===== config.mk =====
export PLATFORM = sky130hd
export DESIGN_NAME = receptor_pacote
export DESIGN_NICKNAME = d
export VERILOG_FILES = /design/src/rtl/receptor_pacote.sv
export SDC_FILE = /design/constraint.sdc
export NUM_CORES = 1
export LEC_CHECK = 0
export BUFFER_PORTS_ARGS = -buffer_cell sky130_fd_sc_hd__buf_4
export CAP_MARGIN = 20
export CORE_AREA = 4 4 115 84
export CTS_BUF_LIST = sky130_fd_sc_hd__clkbuf_16
export CTS_CLUSTER_SIZE = 8
export DETAILED_ROUTE_END_ITERATION = 10
export DIE_AREA = 0 0 119 88
export PLACE_DENSITY = 0.6
export SLEW_MARGIN = 10
export SYNTH_ARGS = -nofsm -noshare
export SYNTH_HDL_FRONTEND = slang
export SYNTH_SLANG_ARGS = --single-unit

===== constraint.sdc =====
create_clock -name clock -period 2.9 [get_ports clock]
set_input_delay 0.725 -clock clock [delete_from_list [all_inputs] [get_ports clock]]
set_output_delay 0.725 -clock clock [all_outputs]
set_load 0.02 [all_outputs]

===== src/rtl/receptor_pacote.sv =====
// Two-byte sensor answer receiver: {data, data^key} framing, answer window and inter-byte gap checks.
// Optional unsolicited-packet alarm path enabled by defining RECEPTOR_ALARM_EN.
module receptor_pacote #(
  parameter int unsigned CLKS_TIMEOUT  = 500_000_000,
  parameter int unsigned CLKS_BYTE_GAP = 100_000,
  parameter logic [7:0]  CHECKSUM_KEY  = 8'h37
) (
  input  logic        clock,
  input  logic        reset,
  input  logic        i_start,
  input  logic        i_rx_dv,
  input  logic [7:0]  i_rx_byte,
  output logic        o_busy,
  output logic [7:0]  o_data,
  output logic [15:0] o_packet,
  output logic        o_valid,
  output logic        o_cksum_err,
  output logic        o_frame_err,
  output logic        o_timeout,
  output logic        o_alarm
);

  localparam logic [1:0] S_IDLE        = 2'd0;
  localparam logic [1:0] S_WAIT_FIRST  = 2'd1;
  localparam logic [1:0] S_WAIT_SECOND = 2'd2;
  localparam logic [1:0] S_CHECK       = 2'd3;

  // Counter holds (cycles spent in state - 1), so expiry is flagged one below the limit.
  localparam logic [31:0] TIMEOUT_LAST = 32'(CLKS_TIMEOUT - 1);
  localparam logic [31:0] GAP_LAST     = 32'(CLKS_BYTE_GAP - 1);

  logic [1:0]  state_reg, state_next;
  logic [31:0] cnt_reg, cnt_next, cnt_sat;
  logic [7:0]  d_reg, d_next;
  logic [7:0]  c_reg, c_next;
  logic        unsol_reg, unsol_next;
  logic        busy_reg, busy_next;
  logic [7:0]  data_reg, data_next;
  logic [15:0] packet_reg, packet_next;
  logic        valid_reg, valid_next;
  logic        cksum_reg, cksum_next;
  logic        frame_reg, frame_next;
  logic        timeout_reg, timeout_next;
  logic        good;
`ifdef RECEPTOR_ALARM_EN
  logic        alarm_reg, alarm_next;
`endif

  assign cnt_sat = (cnt_reg == 32'hFFFF_FFFF) ? cnt_reg : cnt_reg + 32'd1;
  assign good    = (c_reg == (d_reg ^ CHECKSUM_KEY));

  always_comb begin
    state_next   = state_reg;
    cnt_next     = cnt_reg;
    d_next       = d_reg;
    c_next       = c_reg;
    unsol_next   = unsol_reg;
    data_next    = data_reg;
    packet_next  = packet_reg;
    valid_next   = 1'b0;
    cksum_next   = 1'b0;
    frame_next   = 1'b0;
    timeout_next = 1'b0;
`ifdef RECEPTOR_ALARM_EN
    alarm_next   = 1'b0;
`endif
    if (i_start) begin
      // A new request always restarts the window, whatever was in flight.
      state_next = S_WAIT_FIRST;
      cnt_next   = 32'd0;
      unsol_next = 1'b0;
    end else begin
      case (state_reg)
        S_IDLE: begin
`ifdef RECEPTOR_ALARM_EN
          if (i_rx_dv) begin
            d_next     = i_rx_byte;
            unsol_next = 1'b1;
            cnt_next   = 32'd0;
            state_next = S_WAIT_SECOND;
          end
`endif
        end
        S_WAIT_FIRST: begin
          if (i_rx_dv) begin
            d_next     = i_rx_byte;
            cnt_next   = 32'd0;
            state_next = S_WAIT_SECOND;
          end else if (cnt_reg >= TIMEOUT_LAST) begin
            timeout_next = 1'b1;
            state_next   = S_IDLE;
          end else begin
            cnt_next = cnt_sat;
          end
        end
        S_WAIT_SECOND: begin
          if (i_rx_dv) begin
            c_next     = i_rx_byte;
            state_next = S_CHECK;
          end else if (cnt_reg >= GAP_LAST) begin
            frame_next = !unsol_reg;
            state_next = S_IDLE;
          end else begin
            cnt_next = cnt_sat;
          end
        end
        default: begin
          if (unsol_reg) begin
`ifdef RECEPTOR_ALARM_EN
            if (good) begin
              alarm_next  = 1'b1;
              data_next   = d_reg;
              packet_next = {c_reg, d_reg};
            end
`endif
          end else begin
            valid_next  = good;
            cksum_next  = !good;
            data_next   = d_reg;
            packet_next = {c_reg, d_reg};
          end
          state_next = S_IDLE;
        end
      endcase
    end
    busy_next = (state_next != S_IDLE);
  end

  always_ff @(posedge clock) begin
    if (!reset) begin
      state_reg   <= S_IDLE;
      cnt_reg     <= 32'd0;
      d_reg       <= 8'h00;
      c_reg       <= 8'h00;
      unsol_reg   <= 1'b0;
      busy_reg    <= 1'b0;
      data_reg    <= 8'h00;
      packet_reg  <= 16'h0000;
      valid_reg   <= 1'b0;
      cksum_reg   <= 1'b0;
      frame_reg   <= 1'b0;
      timeout_reg <= 1'b0;
`ifdef RECEPTOR_ALARM_EN
      alarm_reg   <= 1'b0;
`endif
    end else begin
      state_reg   <= state_next;
      cnt_reg     <= cnt_next;
      d_reg       <= d_next;
      c_reg       <= c_next;
      unsol_reg   <= unsol_next;
      busy_reg    <= busy_next;
      data_reg    <= data_next;
      packet_reg  <= packet_next;
      valid_reg   <= valid_next;
      cksum_reg   <= cksum_next;
      frame_reg   <= frame_next;
      timeout_reg <= timeout_next;
`ifdef RECEPTOR_ALARM_EN
      alarm_reg   <= alarm_next;
`endif
    end
  end

  assign o_busy      = busy_reg;
  assign o_data      = data_reg;
  assign o_packet    = packet_reg;
  assign o_valid     = valid_reg;
  assign o_cksum_err = cksum_reg;
  assign o_frame_err = frame_reg;
  assign o_timeout   = timeout_reg;
`ifdef RECEPTOR_ALARM_EN
  assign o_alarm     = alarm_reg;
`else
  assign o_alarm     = 1'b0;
`endif

endmodule


==> metrics.md, run 1 <==
| Metric | Value |
|---|---|
| WP buf/inv | 1 |
| Sw frac | 0.2406 |
| Max-Cap Viols | 0 |
| Die area | 10470 sq um |
| Clk Latency, worst-skew pair | 0.34 ns |
| Vias | 3605 |
| Top cell type's share of synthesized area | 0.3783 |
| DR vias/cell | 5.768 |
| Worst-path cell chain | ha_1 > and2_1 > a311o_1 > nand3_1 > a41oi_2 > buf_4 > or4_1 > a21oi_1 |
| Gpl congestion | 0.9262 |
| Tmin final | 2.651 ns |
| Layout cell share with drive strength beyond 1 | 0.1743 |
| Switching power | 538.6 uW |
| Main synth FF type | dfxtp_1 |
| CP max stage cell | or4_1 |
| Vias in the first global route | 3194 |
| Final #Nets | 517 |
| Initial Utilization | 0.4450 |
| PwrDens | 495.4 nW/um^2 |
| Clk_skew | 0.005363 ns |
| Setup TNS | 0 ns |
| Commonest cells post-synth | 77 x nand2_1, 71 x dfxtp_1, 35 x nand3_1 |
| Num rows | 28 |
| Syn_nets | 480 |
| Distinct cells, synth | 48 |
| Placed Area | 4217 sq um |
| Register-to-Register Setup Slack | 0.25 ns |
| Slew @ Worst Pin | 0.5876 ns |
| Unrepaired setup endpoints after global routing | no |
| Leakage | 0.001560 uW |
| CTS Buffer Depth | 2 |
| Hold-fix buffers, CTS | 0 |
| Clock Power Share | 0.484 |
| Router iterations before antenna repair | 7 |
| Critical path type | register to register |
| Status | finished, final reports clean |
| Cell family with most CP delay | simple AND/OR/NAND/NOR gates |
| Worst r2r src | cnt_reg[0]$_SDFFE_PP0P_ |
| Global-route wire length before repair | 16880 um |
| Register area share after synthesis | 0.3783 |
| CTS tree | yes |
| Post-Synthesis Cells | 463 |
| Fin area | 4519 sq um |
| Max_slew headroom | 0.6047 |
| Hold Slack | 0.4616 ns |
| Max FFs per register | 32 |
| GR Layer Usage met2 | 0.2681 |
| Fin crit share | 0.9142 |
| GRT Max-Usage Layer | met1 |
| Startpoint Class | register |
| Slew Viols, Final | 0 |
| Arrival time at the worst endpoint | 2.92 ns |
| Fin util | 0.5353 |
| I/O pin count | 42 |
| Post-synth top area cell | dfxtp_1 |
| Iter 0 DRT Violations | 252 |
| Initial antenna violation count | 0 |
| #FFs+latches synth | 71 |
| Core Area | 8443 sq um |
| CTS Buf Count | 9 |
| Avg Inst Size Synth | 8.115 sq um |
| Drt total wl | 10210 um |
| Worst Setup End Kind | register |
| Met3 global-route usage | 0.05552 |
| FMAX | 0.3772 GHz |
| DRC | 0 |
| EDFF count, synth | 0 |
| Gate power share | 0.073 |
| Pin count of the biggest net entering global routing | 35 |
| Max incr delay on CP | 0.53 ns |
| Sequential Power Share | 0.443 |
| Syn-to-layout area delta | 20.28% |
| Most common cell in the netlist | nand2_1 |
| Detail Placement HPWL | 7339 um |
| Synth Warn # | 0 |
| Synth top area cells | dfxtp_1 38%, nand2_1 7.7%, a21boi_0 6.4% |
| Finished Layout Cells | 625 |
| Hold path start | o_packet[13]$_SDFFE_PN0P_ |
| Die X | 119 um |
| H-tree depth | 3 |
| CP Max Fanout | 29 |
| CP startpoint | cnt_reg[0]$_SDFFE_PP0P_ |
| GRT overflow | 0 |
| Root buf cell | clkbuf_16 |
| Int Pwr | 1700 uW |
| DIE HEIGHT | 88 um |
| Met1 usage | 0.3165 |
| Asr flop ratio synth | 0 |
| Setup Viol. Count Final | 0 |
| Worst-path clk slew | 0.06 ns |
| DRT antenna net count | 0 |
| CP Data Required Time | 3.17 ns |
| Antenna Cells | 0 |
| Synthesized area | 3757 sq um |
| Total Routing Usage GR | 0.2035 |
| Inst Count DP | 609 |
| Fill count | 814 |
| Hold crit path type | register to register |
| Sink Count | 71 |
| Worst vdd ir | 0.2825 mV |
| Wire per inst | 16.34 um |
| Port bufs | 40 |
| Final hold viol count | 0 |
## layout make-up
cell class | instances | area, sq um | share of cell area
clock buffer | 9 | 225.2 | 0.04983
clock inverter | 7 | 65.06 | 0.01440
inverter | 5 | 18.77 | 0.004153
multi-input combinational | 353 | 2176 | 0.4815
sequential | 71 | 1421 | 0.3145
tap | 120 | 150.1 | 0.03322
timing repair buffer | 60 | 462.9 | 0.1024
## power by group through the flow
stage	logic [uW]	clock network [uW]	registers [uW]
2_1_floorplan	95.1	0	1010
3_3_place_gp	157	0	1010
3_5_place_dp	159	0	1010
4_1_cts	161	1110	991
5_1_grt	177	1160	993
6_report	163	1080	992
## metrics by stage
step                      power, uW  setup slack [ns]
final                          2239            0.2489
after global routing           2327           0.02067
after CTS                      2261            0.2549
after detailed placement       1172            0.2808
after global placement         1170            0.3935
after floorplan                1109            0.6236
## cells by family (layout without fill, tap and decap cells)
group / after synthesis / count (layout) / synth area share
DFF: 71 / 71 / 0.3783
other: 1 / 1 / 0.0009980
adders and majority gates: 5 / 5 / 0.01665
muxes: 12 / 12 / 0.03197
and+or+nand+nor: 237 / 237 / 0.3393
xor gates and xnor gates: 8 / 8 / 0.01865
buffers and inverters: 39 / 81 / 0.04895
AOI/OAI and AO/OA: 90 / 90 / 0.1652
## final timing paths
kind | endpoint | cells after the start
max reg2reg | cnt_reg[2]$_SDFFE_PP0P_ | 8
min | o_packet[13]$_SDFFE_PN0P_ | 2
max | cnt_reg[2]$_SDFFE_PP0P_ | 8
min reg2reg | o_packet[13]$_SDFFE_PN0P_ | 2
## worst register-to-register path: cells and delay by family (launching register included)
| kind | cells | cell delay (ns) |
|---|---|---|
| AO/OA/AOI/OAI | 3 | 0.78 |
| adder cells (fa/ha/maj) | 1 | 0.25 |
| buffers and inverters | 1 | 0.31 |
| flip-flops | 1 | 0.34 |
| AND/OR/NAND/NOR | 3 | 0.92 |
## metal layers
layer  part of all wire  wire, um
met1               0.53      5441
met2               0.38      3854
met3              0.077       787
met4              0.012       127
met5                  0         0
## what timing repair did
item | in CTS | in global routing
endpoints found under the hold margin | 0 | 0
endpoints found under the setup margin | 0 | 1
setup buffers | 0 | 0
gates resized for setup | 0 | 2
## cell usage in the layout, fill, tap and decap left out, types with 3 or more instances in the layout
master / count
nand4b_1: 4
a21boi_0: 32
a31oi_1: 3
a21oi_1: 20
and3_1: 5
clkinvlp_4: 3
xor2_1: 3
inv_1: 6
o31ai_1: 10
or4_1: 16
clkbuf_16: 9
nand2_1: 77
dfxtp_1: 71
buf_4: 59
ha_1: 5
and2_1: 5
nor2b_1: 3
nand4_1: 19
nand2b_1: 15
o21ai_0: 8
nor3_1: 11
nand3_1: 35
nor2_1: 9
nor4_1: 14
xnor2_1: 5
or3_1: 11
mux2i_1: 12
Note: power is estimated with default switching activity, not from simulation.
==> run 2, diff against run 1 <==
- CELL_PAD_IN_SITES_DETAIL_PLACEMENT: default -> 0
- CELL_PAD_IN_SITES_GLOBAL_PLACEMENT: default -> 1
- CORE_AREA: 4 4 115 84 -> 4 4 90 109
- DIE_AREA: 0 0 119 88 -> 0 0 94 113
- PLACE_DENSITY: 0.6 -> 0.75
==> metrics.md, run 2 (synthesis results as in run 1) <==
| Metric | Value |
|---|---|
| Status | finished, final reports clean |
| Gpl congestion | 0.8808 (-4.9%) |
| Met1 usage | 0.2308 (-0.08565) |
| CTS Buf Count | 9 (unchanged) |
| Clk_skew | 0.007925 ns (+0.002562 ns) |
| Fin crit share | 0.8725 (-0.04170) |
| Root buf cell | clkbuf_16 |
| Die area | 10620 sq um (+1.4%) |
| Worst Setup End Kind | register |
| GRT overflow | 0 (unchanged) |
| Iter 0 DRT Violations | 129 (-49%) |
| WP buf/inv | 1 (unchanged) |
| Fin util | 0.5099 (-0.02537) |
| Port bufs | 40 (unchanged) |
| Worst-path cell chain | or3_1 > nor4b_1 > nand4_2 > buf_4 > nand3_1 > nor3_1 > mux2i_1 |
| Post-CTS sizing | 0 (unchanged) |
| Max-Cap Viols | 0 (unchanged) |
| Drt total wl | 9894 um (-3.1%) |
| Commonest cells after routing, fill and taps aside | 77 x nand2_1, 71 x dfxtp_1, 57 x buf_4, 35 x nand3_1, 32 x a21boi_0 |
| GR Layer Usage met2 | 0.3567 (+0.08864) |
| Vias | 3545 (-1.7%) |
| Vias in the first global route | 3368 (+5.4%) |
| GRT Max-Usage Layer | met2 |
| Core Area | 8843 sq um (+4.7%) |
| Met3 global-route usage | 0.04122 (-0.01430) |
| Die X | 94 um (-21%) |
| Worst-path clk slew | 0.06 ns (about the same) |
| Initial antenna violation count | 0 (unchanged) |
| Syn-to-layout area delta | 20.01% |
| CP Max Fanout | 7 (-76%) |
| Inst Count DP | 606 (-0.49%) |
| Slew @ Worst Pin | 0.6258 ns (+0.03828 ns) |
| Tmin final | 2.530 ns (-0.1209 ns) |
| Antenna Cells | 0 (unchanged) |
| Hold-fix buffers, CTS | 0 (unchanged) |
| Pin count of the biggest net entering global routing | 51 (+46%) |
| Sink Count | 71 (unchanged) |
| Worst vdd ir | 0.2786 mV (-1.4%) |
| Clk Latency, worst-skew pair | 0.34 ns (about the same) |
| Layout cell share with drive strength beyond 1 | 0.1693 (-0.004935) |
| Router iterations before antenna repair | 4 (-3) |
| DIE HEIGHT | 113 um (+28%) |
| Slew Viols, Final | 0 (unchanged) |
| CP Data Required Time | 3.12 ns (-0.05 ns) |
| Finished Layout Cells | 622 (-0.48%) |
| Final hold viol count | 0 (unchanged) |
| PwrDens | 524.5 nW/um^2 (+5.9%) |
| Startpoint Class | register |
| Arrival time at the worst endpoint | 2.75 ns (-0.17 ns) |
| CTS Buffer Depth | 2 (unchanged) |
| Max_slew headroom | 0.5812 (-0.02345) |
| Setup TNS | 0 ns (unchanged) |
| Buffers inserted by post-CTS timing repair | 0 (unchanged) |
| CTS tree | yes |
| Num rows | 38 (+36%) |
| Detail Placement HPWL | 7240 um (-1.4%) |
| Leading cell type in the layout, fill and taps excluded | nand2_1 |
| Max incr delay on CP | 0.57 ns (+0.04 ns) |
| Wire per inst | 15.91 um (-2.6%) |
| Initial Utilization | 0.4249 (-0.02015) |
| Final #Nets | 514 (-0.58%) |
| DRC | 0 (unchanged) |
| Cell family with most CP delay | simple AND/OR/NAND/NOR gates |
| Total Routing Usage GR | 0.1983 (-0.005224) |
| Global-route wire length before repair | 16870 um (about the same) |
| H-tree depth | 3 (unchanged) |
| DR vias/cell | 5.699 (-1.2%) |
| Setup Viol. Count Final | 0 (unchanged) |
| I/O pin count | 42 (unchanged) |
| CP max stage cell | nor4b_1 |
| DRT antenna net count | 0 (unchanged) |
| FMAX | 0.3952 GHz (+4.8%) |
| Leakage | 0.001561 uW (about the same) |
| Max FFs per register | 32 (unchanged) |
| Critical path type | register to register |
| Unrepaired setup endpoints after global routing | no |
| Hold crit path type | register to register |
-- run 2: tightest hold or removal path: cells and delay by family, from the launching register on --
| kind | cells | cell delay [ns] |
|---|---|---|
| flops | 1 | 0.31 |
| compound gates | 1 | 0.06 |
| simple gates | 1 | 0.04 |
-- run 2: power breakdown --
group	total (uW)	switching, uW	internal, uW
sequential	991	6.53	984
clock	1230	462	764
combinational	148	97.6	50.8
total	2370	566	1800
-- run 2: worst paths after layout --
kind | depth (start not counted) | from | slack (ns) | endpoint
min | 2 | o_packet[9]$_SDFFE_PN0P_ | 0.46 | o_packet[9]$_SDFFE_PN0P_
max | 7 | cnt_reg[29]$_SDFFE_PP0P_ | 0.37 | cnt_reg[6]$_SDFFE_PP0P_
min reg2reg | 2 | o_packet[9]$_SDFFE_PN0P_ | 0.46 | o_packet[9]$_SDFFE_PN0P_
max reg2reg | 7 | cnt_reg[29]$_SDFFE_PP0P_ | 0.37 | cnt_reg[6]$_SDFFE_PP0P_
-- run 2: area by class of cell --
| cell class | count | area (sq um) |
|---|---|---|
| clock buffer | 9 | 225.2 |
| clock inverter | 7 | 102.6 |
| fill | 902 | 4334 |
| inverter | 5 | 18.77 |
| multi-input combinational | 353 | 2163 |
| sequential | 71 | 1421 |
| tap | 120 | 150.1 |
| timing repair buffer | 57 | 427.9 |
-- run 2: per-layer routing --
layer	share of wire	wire, um
met1	0.41	4078
met2	0.53	5267
met3	0.038	374
met4	0.018	174
met5	0	0
-- run 2: metrics by stage --
stage	setup WS (ns)	total power (uW)	instance area (sq um)	hold WS [ns]
6_report	0.3698	2365	4509	0.4625
3_5_place_dp	0.4046	1162	4182	0.4587
4_1_cts	0.3925	2397	4509	0.4668
5_1_grt	0.2239	2455	4509	0.4861
3_3_place_gp	0.4465	1160	4182	0.4523
2_1_floorplan	0.6236	1109	3757	0.4516
